[src/rtl/arbitro_wrr.sv]
// rtl/arbitro_wrr.sv - weighted round-robin drain of four class FIFOs into four output FIFOs
// Mealy pop on grant, registered one-hot push one cycle later, credit reload per round.
module arbitro_wrr #(
  parameter int PESO_W = 3,
  parameter int DEST_W = 2
) (
  input  logic                  clk,
  input  logic                  reset,
  input  logic                  init,
  input  logic [3:0]            empty,
  input  logic [3:0]            almost_full,
  input  logic [4*DEST_W-1:0]   head_dest,
  input  logic [4*PESO_W-1:0]   pesos,
  output logic [3:0]            pop,
  output logic [3:0]            push,
  output logic                  idle,
  output logic                  ronda
);

  typedef enum logic [1:0] {
    IDLE  = 2'd0,
    LOAD  = 2'd1,
    SERVE = 2'd2
  } state_t;

  state_t            state_q, state_d;
  logic [PESO_W-1:0] credit_q [4];
  logic [PESO_W-1:0] credit_d [4];
  logic [1:0]        ptr_q, ptr_d;
  logic [3:0]        push_q, push_d;
  logic              ronda_q, ronda_d;

  logic [DEST_W-1:0] hd [4];
  logic [3:0]        elig;
  logic              round_end;
  logic              grant_vld;
  logic [1:0]        grant_idx;
  logic [1:0]        scan_idx;
  logic [3:0]        pop_c;

  // A class blocked only by backpressure still holds data and credit, so it keeps the round open.
  always_comb begin
    round_end = 1'b1;
    for (int i = 0; i < 4; i++) begin
      hd[i]   = head_dest[DEST_W*i +: DEST_W];
      elig[i] = !empty[i] && (credit_q[i] != '0) && !almost_full[hd[i]];
      if (!empty[i] && (credit_q[i] != '0)) begin
        round_end = 1'b0;
      end
    end
  end

  always_comb begin
    grant_vld = 1'b0;
    grant_idx = ptr_q;
    scan_idx  = ptr_q;
    for (int k = 0; k < 4; k++) begin
      scan_idx = ptr_q + 2'(k);
      if (!grant_vld && elig[scan_idx]) begin
        grant_vld = 1'b1;
        grant_idx = scan_idx;
      end
    end
  end

  always_comb begin
    state_d  = state_q;
    credit_d = credit_q;
    ptr_d    = ptr_q;
    push_d   = '0;
    ronda_d  = 1'b0;
    pop_c    = '0;
    case (state_q)
      IDLE: begin
        if (init) begin
          state_d = LOAD;
        end
      end
      LOAD: begin
        for (int i = 0; i < 4; i++) begin
          credit_d[i] = pesos[PESO_W*i +: PESO_W];
        end
        ronda_d = 1'b1;
        state_d = SERVE;
      end
      SERVE: begin
        if (!init) begin
          state_d = IDLE;
        end else if (round_end) begin
          for (int i = 0; i < 4; i++) begin
            credit_d[i] = pesos[PESO_W*i +: PESO_W];
          end
          ronda_d = 1'b1;
        end else if (grant_vld) begin
          pop_c               = 4'b0001 << grant_idx;
          credit_d[grant_idx] = credit_q[grant_idx] - PESO_W'(1);
          ptr_d               = (credit_q[grant_idx] == PESO_W'(1)) ? grant_idx + 2'd1 : grant_idx;
          push_d              = 4'b0001 << hd[grant_idx];
        end
      end
      default: begin
        state_d = IDLE;
      end
    endcase
  end

  always_ff @(posedge clk) begin
    if (reset) begin
      state_q <= IDLE;
      for (int i = 0; i < 4; i++) begin
        credit_q[i] <= '0;
      end
      ptr_q   <= '0;
      push_q  <= '0;
      ronda_q <= 1'b0;
    end else begin
      state_q  <= state_d;
      credit_q <= credit_d;
      ptr_q    <= ptr_d;
      push_q   <= push_d;
      ronda_q  <= ronda_d;
    end
  end

  // Reset masks the outputs immediately so a push pending across a reset never reaches fifo4..7.
  assign pop   = reset ? 4'b0000 : pop_c;
  assign push  = reset ? 4'b0000 : push_q;
  assign idle  = reset || (state_q == IDLE);
  assign ronda = ronda_q && !reset;

endmodule
[config.mk]
export PLATFORM = sky130hd
export DESIGN_NAME = arbitro_wrr
export DESIGN_NICKNAME = d
export VERILOG_FILES = /design/src/rtl/arbitro_wrr.sv
export SDC_FILE = /design/constraint.sdc
export NUM_CORES = 1
export LEC_CHECK = 0
export CAP_MARGIN = 30
export CELL_PAD_IN_SITES_DETAIL_PLACEMENT = 1
export CELL_PAD_IN_SITES_GLOBAL_PLACEMENT = 2
export CORE_MARGIN = 8
export CORE_UTILIZATION = 25
export CTS_CLUSTER_SIZE = 8
export DETAILED_ROUTE_END_ITERATION = 12
export DONT_BUFFER_PORTS = 1
export PLACE_DENSITY_LB_ADDON = 0.1
export RECOVER_POWER = 25
export SYNTH_ARGS = -nofsm -noshare
export SYNTH_HDL_FRONTEND = slang
export SYNTH_SLANG_ARGS = --single-unit
[constraint.sdc]
create_clock -name clk -period 4.4 [get_ports clk]
set_input_delay 0.66 -clock clk [delete_from_list [all_inputs] [get_ports clk]]
set_output_delay 0.66 -clock clk [all_outputs]
set_load 0.005 [all_outputs]
* Word-level counts from Yosys, hierarchy flattened
Index checks and enable logic that the tools add are counted.
** Word-level totals
- Output and inout bits :: 10
- Input port bits :: 31
- Logic and storage cells :: 126
- Register bits after elaboration :: 21
** Operators by class
- Magnitude comparators :: 10
- Multiplexer cells :: 53
- Reduce and logical (&&, ||, !) cells :: 36
- Add/subtract/negate cells :: 5
- Bitwise operators :: 5
- Shifts and indexed selects :: 2
- Equal/unequal tests :: 7
** Operators by type and width (count)
- $mux W12 :: 3
- $lt A2 B3 Y1 const B :: 8
- $mux W4 :: 6
- $pmux W12 S2 :: 1
- $mux W1 :: 18
- $bmux W1 S2 :: 8
- $mux W2 :: 8
- $logic_and A1 B1 Y1 :: 13
- $bwmux W12 :: 1
- $logic_not A1 Y1 :: 12
- $reduce_bool A3 Y1 :: 4
- $mux W3 :: 3
- $shl A1 B2 Y4 const A :: 2
- $bmux W3 S2 :: 1
- $demux W3 S2 :: 1
- $ne A2 B2 Y1 const B :: 3
- $pmux W2 S3 :: 1
- $reduce_or A5 Y1 :: 1
- $add A2 B1 Y2 const B :: 2
- $add A2 B2 Y2 const B :: 2
- $bmux W2 S2 :: 1
- $not A1 Y1 :: 4
- $reduce_and A4 Y1 :: 1
- $eq A3 B1 Y1 const B :: 1
- other kinds (13) :: 13

* Depth between registers and ports, before layout
Gate-level depths: netlist (run 1).
- Depth in word-level cells :: 26
- Gate-level depth with buffers :: 14
- Depth with buffers taken out :: 12

* Least setup slack after synthesis (run 1)
OpenSTA, ideal clock, no wires.
- Path type :: input to register
- Start point :: in head_dest[0]
- End point :: reg credit_q[2] (netlist name)
- Path buffers :: 1
- Stages on the path :: 12
- Arrival :: 3598 ps
- Setup time :: 136 ps
- Data required time :: 4264 ps
- Slack :: 666 ps
- Cell sequence :: mux4_2 > or3_4 > and3_4 > o41ai_4 > buf_6 > mux2_2 > o21ai_0 > ha_1 > or3_1 > mux2i_1 > nor3_2 > a31oi_1
** Between the ends
- Word-level cells in the longest chain between the ends :: 26
- Elaborated cells between the ends (all ways) :: 42
- Those cells by class :: 1 x add/sub; 2 x order compare; 1 x eq/ne; 27 x mux; 1 x bitwise; 10 x reduce/logical
** RTL lines
- from (decl) :: RTL line 12 : input logic [4*DEST_W-1:0] head_dest,
- $bmux W1 S2 (*) :: RTL line 46 : elig[i] = !empty[i] && (credit_q[i] != '0) && !almost_full[hd[i]];
- $mux W1 (not written as such) (*) :: RTL line 46
- $logic_not A1 Y1 (*) :: RTL line 46
- $logic_and A1 B1 Y1 (*) :: RTL line 46
- $bmux W1 S2 :: RTL line 59 : if (!grant_vld && elig[scan_idx]) begin
- $mux W1 (not written as such) :: RTL line 59
- $mux W1 :: RTL line 59
- $logic_not A1 Y1 :: RTL line 59
- [10 not listed]
- $mux W3 (not written as such) / $logic_and A1 B1 Y1 (equally long branches) :: RTL line 96 : credit_d[grant_idx] = credit_q[grant_idx] - PESO_W'(1);
- $mux W3 (not written as such) :: RTL line 96
- $sub A3 B1 Y3 / $demux W3 S2 (equally long branches) :: RTL line 96
- $bwmux W12 :: RTL line 96
- $mux W12 :: RTL line 94 : end else if (grant_vld) begin
- $mux W12 :: RTL line 89 : end else if (round_end) begin
- $mux W12 :: RTL line 87 : if (!init) begin
- $pmux W12 S2 :: RTL line 73 : case (state_q)
- to (signal assigned) :: RTL line 118 : credit_q <= credit_d;
- to (decl) :: RTL line 27 : logic [PESO_W-1:0] credit_q [4];
Mark *: on every way between the ends. The rest lies on a longest branch, timed or not. The select of a mux whose other input is x is not followed.
A chain may end at the register's enable or synchronous reset.

* Worst setup path in the final report (run 1)
- Start point :: in head_dest[4]
- End point :: out pop[1]
** Between the ends
- Word-level cells in the longest chain between the ends :: 22
- Elaborated cells between the ends (all ways) :: 31
- Those cells by class :: 1 x shift; 22 x mux; 8 x reduce/logical
** RTL lines
- $bmux W1 S2 (*) :: RTL line 46
- $mux W1 (not written as such) (*) :: RTL line 46
- $logic_not A1 Y1 (*) :: RTL line 46
- $logic_and A1 B1 Y1 (*) :: RTL line 46
- $bmux W1 S2 :: RTL line 59
- $mux W1 (not written as such) :: RTL line 59
- $mux W1 :: RTL line 59
- $logic_not A1 Y1 :: RTL line 59
- [6 not listed]
- $logic_and A1 B1 Y1 :: RTL line 59
- $mux W2 :: RTL line 59
- $shl A1 B2 Y4 :: RTL line 95 : pop_c = 4'b0001 << grant_idx;
- $mux W4 (*) :: RTL line 94
- $mux W4 (*) :: RTL line 89
- $mux W4 (*) :: RTL line 87
- $mux W4 (*) :: RTL line 73
- $mux W4 (*) :: RTL line 126 : assign pop = reset ? 4'b0000 : pop_c;
- to (decl) :: RTL line 14 : output logic [3:0] pop,
Marked as above.

==> impl_results.rst, run 1 <==
.. list-table::
   :header-rows: 1

   * - Metric
     - Value
   * - Share of post-route cells with drive strength above 1
     - 12.44%
   * - ANT cells
     - 0
   * - Type of the most critical hold path
     - input pin to flop
   * - Yosys warning total
     - 0
   * - RSZ-0062 raised after global routing
     - no
   * - Period utilisation layout
     - 82.66%
   * - Clock Tree Buf Depth
     - 2
   * - Total grt overflow
     - 0
   * - Post-route clock skew
     - 0.007905 ns
   * - Cell Area, Synth
     - about 1600 sq um
   * - Number of rows created at floorplan
     - 29
   * - Maximum number of pins on one net before global-route repair
     - 26
   * - Syn Nets
     - 233
   * - CP Capture Type
     - output pin
   * - Clock Sink Count
     - 21
   * - Leak pwr
     - a little under 0.7 nW
   * - Die area
     - approximately 9000 sq um
   * - Setup Crit Path Kind
     - input pin to output pin
   * - Total placed cells including tap cells
     - 266
   * - Layout Area Growth over Synthesis
     - 7.482%
   * - IO Pins
     - 41
   * - Total global-route track usage
     - 11.98%
   * - Library cell occupying the most area in the post-synthesis netlist
     - sky130_fd_sc_hd__dfxtp_1
   * - Count of port buffers added during placement
     - 0
   * - Max-cap viol count
     - 0
   * - Dpl ws
     - 0.4744 ns
   * - Post-synthesis sequential element count
     - 21
   * - Total Routed Length
     - approximately 5300 um
   * - Arr. time, crit path
     - ~3.0 ns
   * - Hold-fix buffers at CTS
     - 0
   * - Worst setup slack after layout
     - ~0.76 ns
   * - Core area
     - around 6300 sq um
   * - Fin nets
     - 234
   * - Starting Density
     - 25.57%
   * - Resized Gates After CTS
     - 0
   * - Die boundary height
     - between 90 and 100 um
   * - Final Max Tran Viols
     - 0
   * - Number of buffers inserted to repair setup after CTS
     - 0
   * - Maximum vdd drop
     - 0.09757 mV
   * - Via count of the routed design
     - 1,445
   * - Post-Syn Instances
     - 193
   * - Wire length of the first global-routing pass
     - 8404 um
   * - Vias in the first global route
     - 1,564
   * - Actual slew at the worst max-slew pin
     - slightly below 0.5 ns
   * - Cell at the root of the clock tree
     - sky130_fd_sc_hd__clkbuf_8
   * - Fin cells
     - between 200 and 300
   * - Relative slew slack
     - between 60% and 70%
   * - Post-synth top flop
     - sky130_fd_sc_hd__dfxtp_1
   * - Number of flops mapped to enable cells by yosys
     - 0
   * - Antenna violations before repair
     - 0
   * - Final count of hold timing violations
     - 0
   * - Data required time at the worst endpoint
     - 3.74 ns
   * - Iteration-0 DRC Markers
     - 33
   * - Top-area cell type share of the netlist area
     - a little over a quarter
   * - Final Critical Period
     - 3.637 ns
   * - H-tree levels
     - 1
   * - Remaining number of nets flagged by the antenna check after routing
     - 0
   * - Largest fanout on the critical path
     - 6
   * - Post-Synthesis Mean Instance Area
     - around 8.3 sq um
   * - Final setup TNS
     - 0 ns
   * - Result of the run
     - finished clean
   * - Count of endpoints failing setup in the final report
     - 0
   * - Clock input transition at the sequential cells of the worst setup and hold paths
     - 0.09 ns
   * - Highest attainable clock frequency
     - 0.2750 GHz
   * - Via density per instance
     - 5.352
   * - Number of CTS-inserted buffers
     - 3
   * - Category of the worst setup path launch point
     - input pin
   * - Portion of the post-synthesis area used by sequential elements
     - 26.19%
   * - Die Width
     - 96.13 um
   * - Commonest non-fill, non-tap cells in the layout
     - sky130_fd_sc_hd__nand2_1, sky130_fd_sc_hd__dfxtp_1, sky130_fd_sc_hd__nor2_1, sky130_fd_sc_hd__a21oi_1, sky130_fd_sc_hd__mux2i_1
   * - Pre-Repair DR Iteration Count
     - 4
   * - Clock tree from TritonCTS
     - yes
   * - Clock latency of the later-clocked register in the worst-skew pair
     - 0.28 ns
   * - Power density normalized to cell area
     - between 300 and 400 nW/um^2
   * - Dominant cells by area after synthesis
     - sky130_fd_sc_hd__dfxtp_1, sky130_fd_sc_hd__ha_1, sky130_fd_sc_hd__mux2i_1
   * - Number of distinct library cells after synthesis
     - 40
   * - Async set-reset flop share out of synthesis
     - 0%
   * - Global placement routability congestion
     - between 0.8 and 0.9
   * - HPWL after detailed placement
     - 4288 um
   * - Most common library cell in the layout ignoring fill and taps
     - sky130_fd_sc_hd__nand2_1
   * - Residual DRC
     - 0
   * - Routed wire length per instance
     - 19.47 um
per-layer routing:
metal	GRT usage (%)	wire length, um
met5	0	0
met4	3.969	76
met3	3.354	293
met2	20.32	2546
met1	14.15	2341
sequential cells by signal (all words and copies together), names as in the netlist:
register	count
credit_q	12
ptr_q	2
push_q	4
ronda_q	1
state_q	2
cell type report:
cell class                 instances  area, sq um
multi-input combinational        157         1110
clock buffer                       3        41.29
sequential                        21        420.4
timing repair buffer               3        22.52
inverter                           8        30.03
tap                               77        96.34
fill                             752         4552
clock inverter                     1        5.005
kinds of logic (layout without fill, tap and decap cells):
group	after synthesis	in the layout	share of synthesized area (%)
simple gates	84	84	27.82
mux	19	19	15.28
flops	21	21	26.19
fa+ha+maj	9	9	7.015
compound gates	45	45	19.02
buf+inv	15	15	4.676
Yosys cell counts (5+ instances only):
cell type and number:
sky130_fd_sc_hd__nand2_1 22, sky130_fd_sc_hd__ha_1 9, sky130_fd_sc_hd__a31oi_1 5, sky130_fd_sc_hd__mux2i_1 11, sky130_fd_sc_hd__nor3b_1 6, sky130_fd_sc_hd__nor2b_1 7
sky130_fd_sc_hd__nor2_1 19, sky130_fd_sc_hd__nor3_1 9, sky130_fd_sc_hd__dfxtp_1 21, sky130_fd_sc_hd__inv_1 8, sky130_fd_sc_hd__a21oi_1 16
where the power goes:
| part | internal, mW | switching, mW |
|---|---|---|
| sequential | 0.211 | 0.0206 |
| clock | 0.0635 | 0.0776 |
| combinational | 0.117 | 0.176 |
| total | 0.392 | 0.274 |
worst max-delay path, cell delays in order:
cell                       delay, ns
sky130_fd_sc_hd__mux4_2         0.45
sky130_fd_sc_hd__or3_1          0.43
sky130_fd_sc_hd__nand4b_1       0.33
sky130_fd_sc_hd__nor3b_1        0.36
sky130_fd_sc_hd__inv_1          0.16
sky130_fd_sc_hd__nor2_1         0.35
sky130_fd_sc_hd__and2_1         0.22
through the flow:
step / hold slack, ns / power [mW] / instance area [sq um] / util [%]
after global placement: 0.4994 / 0.5317 / 1679 / 26.75
after floorplan: 0.4804 / 0.4562 / 1605 / -
after global routing: 0.4340 / 0.7173 / 1725 / 27.49
after CTS: 0.4369 / 0.6775 / 1725 / 27.49
after detailed placement: 0.5084 / 0.5334 / 1679 / 26.75
final: 0.4414 / 0.6655 / 1725 / 27.49
worst paths after layout:
path	depth (start not counted)	to	slack, ns	from
worst min register to register	2	credit_q[3]$_SDFFE_PP0P_	0.52	credit_q[3]$_SDFFE_PP0P_
worst min-delay path	1	ptr_q[0]$_SDFFE_PP0P_	0.44	reset
worst max register to register	12	credit_q[2]$_SDFFE_PP0P_	1.08	credit_q[5]$_SDFFE_PP0P_
worst max-delay path	7	pop[1]	0.76	head_dest[4]
Power figures use the tool's default switching activity.
==> run 2, diff against run 1 <==
==> constraint.sdc (replaced) <==
create_clock -name clk -period 3.4 [get_ports clk]
set_input_delay 0.51 -clock clk [delete_from_list [all_inputs] [get_ports clk]]
set_output_delay 0.51 -clock clk [all_outputs]
set_load 0.005 [all_outputs]
==> impl_results.rst, run 2 (synthesis results as in run 1) <==
.. list-table::
   :header-rows: 1

   * - Metric
     - Value
   * - RSZ-0062 raised after global routing
     - no
   * - Antenna violations before repair
     - 0
   * - Critical path origin
     - head_dest[0]
   * - Max-cap viol count
     - 0
   * - Largest fanout on the critical path
     - 7
   * - Total Routed Length
     - 5405 um
   * - Number of buffers inserted to repair setup after CTS
     - 0
   * - Count of cells along the worst hold path
     - 1
   * - Data required time at the worst endpoint
     - 2.89 ns
   * - Iteration-0 DRC Markers
     - 64
   * - ANT cells
     - 0
   * - Count of port buffers added during placement
     - 0
   * - Hold-fix buffers at CTS
     - 0
   * - Clock latency of the later-clocked register in the worst-skew pair
     - between 0.2 and 0.3 ns
   * - Arr. time, crit path
     - between 2 and 3 ns
   * - Die boundary height
     - 96.13 um
   * - Clock tree from TritonCTS
     - yes
   * - Depth of the worst register-to-register path
     - 13
   * - Top register by number of flip-flops
     - credit_q
   * - Total placed cells including tap cells
     - 283
   * - Dpl ws
     - -0.1126 ns
   * - Die area
     - just over 9000 sq um
   * - Relative slew slack
     - 64.90%
   * - Wire length of the first global-routing pass
     - 8625 um
   * - Max FFs per register
     - 12
   * - Maximum number of pins on one net before global-route repair
     - 26
   * - Maximum vdd drop
     - 0.2236 mV
   * - Final Max Tran Viols
     - 0
   * - Residual DRC
     - 0
   * - H-tree levels
     - 1
   * - Total global-route track usage
     - 12.15%
   * - Category of the worst setup path launch point
     - input pin
   * - IO Pins
     - 41
   * - Starting Density
     - 25.57%
   * - Setup Crit Path Kind
     - input pin to output pin
   * - Fin cells
     - 287
   * - Global placement routability congestion
     - ~0.83
   * - Leak pwr
     - 0.7804 nW
   * - Registers with the highest flip-flop counts
     - credit_q (12), push_q (4)
   * - Pre-Repair DR Iteration Count
     - 4
   * - Most common library cell in the layout ignoring fill and taps
     - sky130_fd_sc_hd__nand2_1
   * - Cell at the root of the clock tree
     - sky130_fd_sc_hd__clkbuf_8
   * - Final hold slack
     - roughly 0.30 ns
   * - CP Capture Type
     - output pin
   * - Clock Tree Buf Depth
     - 2
   * - Power density normalized to cell area
     - slightly below 500 nW/um^2
   * - Actual slew at the worst max-slew pin
     - 0.5119 ns
   * - Via density per instance
     - 5.139
   * - Core area
     - 6277 sq um
   * - Fin nets
     - 251
   * - Clock Sink Count
     - 21
   * - Vias in the first global route
     - 1,666
   * - Result of the run
     - finished clean
   * - Die Width
     - 96.13 um
   * - Period utilisation layout
     - 97.31%
   * - Share of post-route cells with drive strength above 1
     - 21.43%
   * - Worst setup slack after layout
     - between 0.09 and 0.1 ns
   * - Core occupancy in the finished layout
     - about 30%
   * - Highest attainable clock frequency
     - about 0.3 GHz
   * - Worst reg-to-reg setup slack
     - 0.28 ns
   * - Final count of hold timing violations
     - 0
   * - Layout Area Growth over Synthesis
     - 17.38%
   * - Count of endpoints failing setup in the final report
     - 0
   * - Number of rows created at floorplan
     - 29
   * - Clock input transition at the sequential cells of the worst setup and hold paths
     - 0.09 ns
   * - Remaining number of nets flagged by the antenna check after routing
     - 0
   * - Type of the most critical hold path
     - input pin to flop
   * - Commonest non-fill, non-tap cells in the layout
     - sky130_fd_sc_hd__nand2_1, sky130_fd_sc_hd__dfxtp_1, sky130_fd_sc_hd__nor2_1, sky130_fd_sc_hd__buf_4, sky130_fd_sc_hd__a21oi_1
   * - Resized Gates After CTS
     - 0
   * - Final Critical Period
     - 3.308 ns
   * - Post-route clock skew
     - 0.005607 ns
   * - Launch point of the worst reg-to-reg path
     - credit_q[5]$_SDFFE_PP0P_
   * - HPWL after detailed placement
     - 4496 um
   * - Crit path capture
     - pop[3]
   * - Number of CTS-inserted buffers
     - 3
   * - Reg2reg end
     - credit_q[8]$_SDFFE_PP0P_
   * - Total grt overflow
     - 0
   * - Routed wire length per instance
     - roughly 19 um
   * - Final setup TNS
     - 0 ns
   * - Via count of the routed design
     - 1,475
-- run 2: changes by cell type in the layout (fill, tap and decap cells not counted), sizes merged --
cell	change
buf	+17
clkinvlp	+1
inv	-1
-- run 2: critical path, cell delays in order --
cell and delay [ns]:
sky130_fd_sc_hd__mux4_2 0.48, sky130_fd_sc_hd__or3_4 0.35, sky130_fd_sc_hd__buf_4 0.16, sky130_fd_sc_hd__a311oi_1 0.28
sky130_fd_sc_hd__a21oi_1 0.13, sky130_fd_sc_hd__buf_4 0.18, sky130_fd_sc_hd__buf_4 0.15, sky130_fd_sc_hd__buf_4 0.16
sky130_fd_sc_hd__ha_1 0.23, sky130_fd_sc_hd__and2_1 0.16
-- run 2: per-layer routing --
metal  vias to the layer above  global-route usage, %  routed length (um)
li1                        741                      -                   -
met2                        27                  22.13                2647
met4                         0                  1.921                  53
met1                       703                  13.88                2391
met5                         -                      0                   0
met3                         4                  3.432                 312
-- run 2: worst min-delay path by stage --
stage	startpoint	end
finish	reset	credit_q[1]$_SDFFE_PP0P_
global route	reset	state_q[1]$_SDFFE_PP0P_
CTS	reset	credit_q[1]$_SDFFE_PP0P_
detailed placement	ptr_q[0]$_SDFFE_PP0P_	ptr_q[0]$_SDFFE_PP0P_
global placement	credit_q[9]$_SDFFE_PP0P_	credit_q[9]$_SDFFE_PP0P_
floorplan	credit_q[0]$_SDFFE_PP0P_	credit_q[0]$_SDFFE_PP0P_
-- run 2: area by class of cell --
cell class,instances,area [sq um]
fillers,746,4393
multi-input cells,157,1125
flip-flops and latches,21,420.4
repair buffers,20,162.7
well taps,77,96.34
clock buffers,3,41.29
inverters,8,33.78
clock inverters,1,5.005
-- run 2: report_power, final --
group / total (mW) / switching (mW) / internal [mW]
registers: 0.302 / 0.0284 / 0.273
clock network: 0.174 / 0.0925 / 0.0818
logic: 0.460 / 0.246 / 0.214
total: 0.936 / 0.367 / 0.569
-- run 2: through the flow --
stage               power, mW  area, sq um
global route            1.002         1884
detailed placement     0.7665         1829
finish                 0.9358         1884
CTS                    0.9459         1876
floorplan              0.5994         1615
global placement       0.7588         1829
==> run 3, diff against run 2 <==
--- a/config.mk
+++ b/config.mk
@@ -5,6 +5,7 @@
 export SDC_FILE = /design/constraint.sdc
 export NUM_CORES = 1
 export LEC_CHECK = 0
+export ABC_CLOCK_PERIOD_IN_PS = 2890
 export CAP_MARGIN = 30
 export CELL_PAD_IN_SITES_DETAIL_PLACEMENT = 1
 export CELL_PAD_IN_SITES_GLOBAL_PLACEMENT = 2
==> constraint.sdc (replaced) <==
create_clock -name clk -period 2.89 [get_ports clk]
set_input_delay 0.4335 -clock clk [delete_from_list [all_inputs] [get_ports clk]]
set_output_delay 0.4335 -clock clk [all_outputs]
set_load 0.005 [all_outputs]
==> impl_results.rst, run 3 (synthesis results as in run 1) <==
.. list-table::
   :header-rows: 1

   * - Metric
     - Value
   * - Maximum number of pins on one net before global-route repair
     - 26
   * - Via density per instance
     - 5.109
   * - Final Max Tran Viols
     - 0
   * - Critical-path cell list
     - mux4_2 > or3_4 > and3_4 > o41ai_4 > buf_6 > mux2i_1 > mux2_4 > ha_4 > or3_4 > mux2i_4 > nor3_4 > a31oi_1
   * - RSZ-0062 raised after global routing
     - yes
   * - Final Critical Period
     - 3.078 ns
   * - Count of endpoints failing setup in the final report
     - 13
   * - Clock tree from TritonCTS
     - yes
   * - Max-cap viol count
     - 0
   * - Fin nets
     - 284
   * - Iteration-0 DRC Markers
     - 26
   * - Maximum vdd drop
     - 0.2437 mV
   * - Filler cells
     - just over 700
   * - Registers with the highest flip-flop counts
     - credit_q (12), push_q (4)
   * - Via count of the routed design
     - between 1,500 and 2,000
   * - Residual DRC
     - 0
   * - Clock Tree Buf Depth
     - 2
   * - Die Width
     - 96.13 um
   * - Hold-fix buffers at CTS
     - 0
   * - Most common library cell in the layout ignoring fill and taps
     - sky130_fd_sc_hd__buf_4
   * - Type of the most critical hold path
     - input pin to flop
   * - CP Capture Type
     - flop
   * - Most frequent cell on the critical path
     - sky130_fd_sc_hd__or3_4
   * - Final count of hold timing violations
     - 0
   * - HPWL after detailed placement
     - slightly below 5000 um
   * - Arr. time, crit path
     - 3.28 ns
   * - Count of port buffers added during placement
     - 0
   * - Worst setup slack after layout
     - -0.1880 ns
   * - Remaining number of nets flagged by the antenna check after routing
     - 0
   * - Footprint of the multi-input gates
     - 1343 sq um
   * - Clock Sink Count
     - 21
   * - Antenna violations before repair
     - 0
   * - Routed wire length per instance
     - 19.20 um
   * - Starting Density
     - 25.57%
   * - Worst Path Buf+Inv
     - 1
   * - Die area
     - 9241 sq um
   * - Data required time at the worst endpoint
     - 3.09 ns
   * - Global placement routability congestion
     - 0.8649
   * - Highest cell delay on the worst timing path
     - ~0.50 ns
   * - Top register by number of flip-flops
     - credit_q
   * - Number of CTS-inserted buffers
     - 3
   * - Cell Area, Placed
     - 2073 sq um
   * - Slowest-stage cell, CP
     - sky130_fd_sc_hd__mux4_2
   * - Total grt overflow
     - 0
   * - Total placed cells including tap cells
     - ~310
   * - H-tree levels
     - 1
   * - Cell at the root of the clock tree
     - sky130_fd_sc_hd__clkbuf_8
   * - Setup Crit Path Kind
     - input pin to flop
   * - Commonest non-fill, non-tap cells in the layout
     - sky130_fd_sc_hd__buf_4, sky130_fd_sc_hd__nand2_1, sky130_fd_sc_hd__dfxtp_1, sky130_fd_sc_hd__nor2_1, sky130_fd_sc_hd__a21oi_1
   * - Total Routed Length
     - 6143 um
   * - Clock input transition at the sequential cells of the worst setup and hold paths
     - 0.09 ns
   * - Category of cells accounting for the largest share of critical-path delay
     - multiplexers
   * - Power density normalized to cell area
     - 583.1 nW/um^2
   * - Final std cell area, no fill
     - 2356 sq um
   * - Die boundary height
     - 96.13 um
   * - Post-route clock skew
     - 0.005027 ns
   * - ANT cells
     - 0
   * - Period utilisation layout
     - 106.5%
   * - Leak pwr
     - 0.9799 nW
   * - Wire length of the first global-routing pass
     - 9708 um
   * - Max FFs per register
     - 12
   * - IO Pins
     - 41
   * - Actual slew at the worst max-slew pin
     - roughly 0.58 ns
   * - Result of the run
     - finished with violations
   * - Largest fanout on the critical path
     - 6
   * - Category of the worst setup path launch point
     - input pin
   * - Vias in the first global route
     - between 1,500 and 2,000
   * - Fin cells
     - 320
   * - Layout Area Growth over Synthesis
     - 46.77%
   * - Highest attainable clock frequency
     - 0.3249 GHz
   * - Number of rows created at floorplan
     - 29
   * - Violations in the final reports
     - negative setup slack
   * - Pre-Repair DR Iteration Count
     - 4
   * - Clock latency of the later-clocked register in the worst-skew pair
     - 0.27 ns
   * - Total global-route track usage
     - 13.77%
   * - Core area
     - 6277 sq um
   * - Dpl ws
     - -0.6061 ns
   * - Relative slew slack
     - 60.08%
   * - Final setup TNS
     - -1.130 ns
   * - Share of post-route cells with drive strength above 1
     - 45.68%
   * - Sequential cell area
     - about 420 sq um
[run 3: changes by cell type in the layout (fill, tap and decap cells not counted), sizes merged]
cell / delta
buf: +33
clkinvlp: -1
inv: +1
[run 3: metrics by stage]
| stage | total power [mW] | hold WS, ns | util (%) |
|---|---|---|---|
| 2_1_floorplan | 0.7343 | 0.4804 | - |
| 3_3_place_gp | 1.026 | 0.5112 | 33.03 |
| 3_5_place_dp | 1.048 | 0.5129 | 33.03 |
| 4_1_cts | 1.337 | 0.2197 | 35.98 |
| 5_1_grt | 1.466 | 0.2038 | 37.53 |
| 6_report | 1.374 | 0.2139 | 37.53 |
[run 3: area by class of cell]
| class | instances | area share [%] |
|---|---|---|
| clock buffers | 3 | 1.753 |
| flip-flops and latches | 21 | 17.84 |
| well taps | 77 | 4.089 |
| clock inverters | 1 | 0.2124 |
| multi-input cells | 157 | 56.98 |
| inverters | 8 | 1.275 |
| repair buffers | 53 | 17.84 |
[run 3: worst paths after layout]
| kind | startpoint | end | slack (ns) | cells past startpoint |
|---|---|---|---|---|
| worst max register to register | credit_q[7]$_SDFFE_PP0P_ | credit_q[11]$_SDFFE_PP0P_ | -0.11 | 13 |
| worst min-delay path | reset | credit_q[10]$_SDFFE_PP0P_ | 0.21 | 1 |
| worst min register to register | state_q[1]$_SDFFE_PP0P_ | state_q[1]$_SDFFE_PP0P_ | 0.56 | 2 |
| worst max-delay path | head_dest[2] | credit_q[11]$_SDFFE_PP0P_ | -0.19 | 12 |
[run 3: what timing repair did]
item                       in CTS  in global routing
gates cloned                    0                  0
setup endpoints to repair      15                 16
resized for setup              26                 21
pin swaps                      11                  7
buffers inserted                5                  1
[run 3: routing by layer]
layer / vias up / track usage (%) / share of wire (%)
li1: 807 / - / -
met2: 28 / 25.77 / 53
met1: 792 / 14.25 / 39
met5: - / 0 / 0
met3: 8 / 3.900 / 5.3
met4: 0 / 4.738 / 2.0
[run 3: report_power, final]
part	internal (mW)	switching, mW
clock network	0.0965	0.112
registers	0.321	0.0206
logic	0.421	0.403
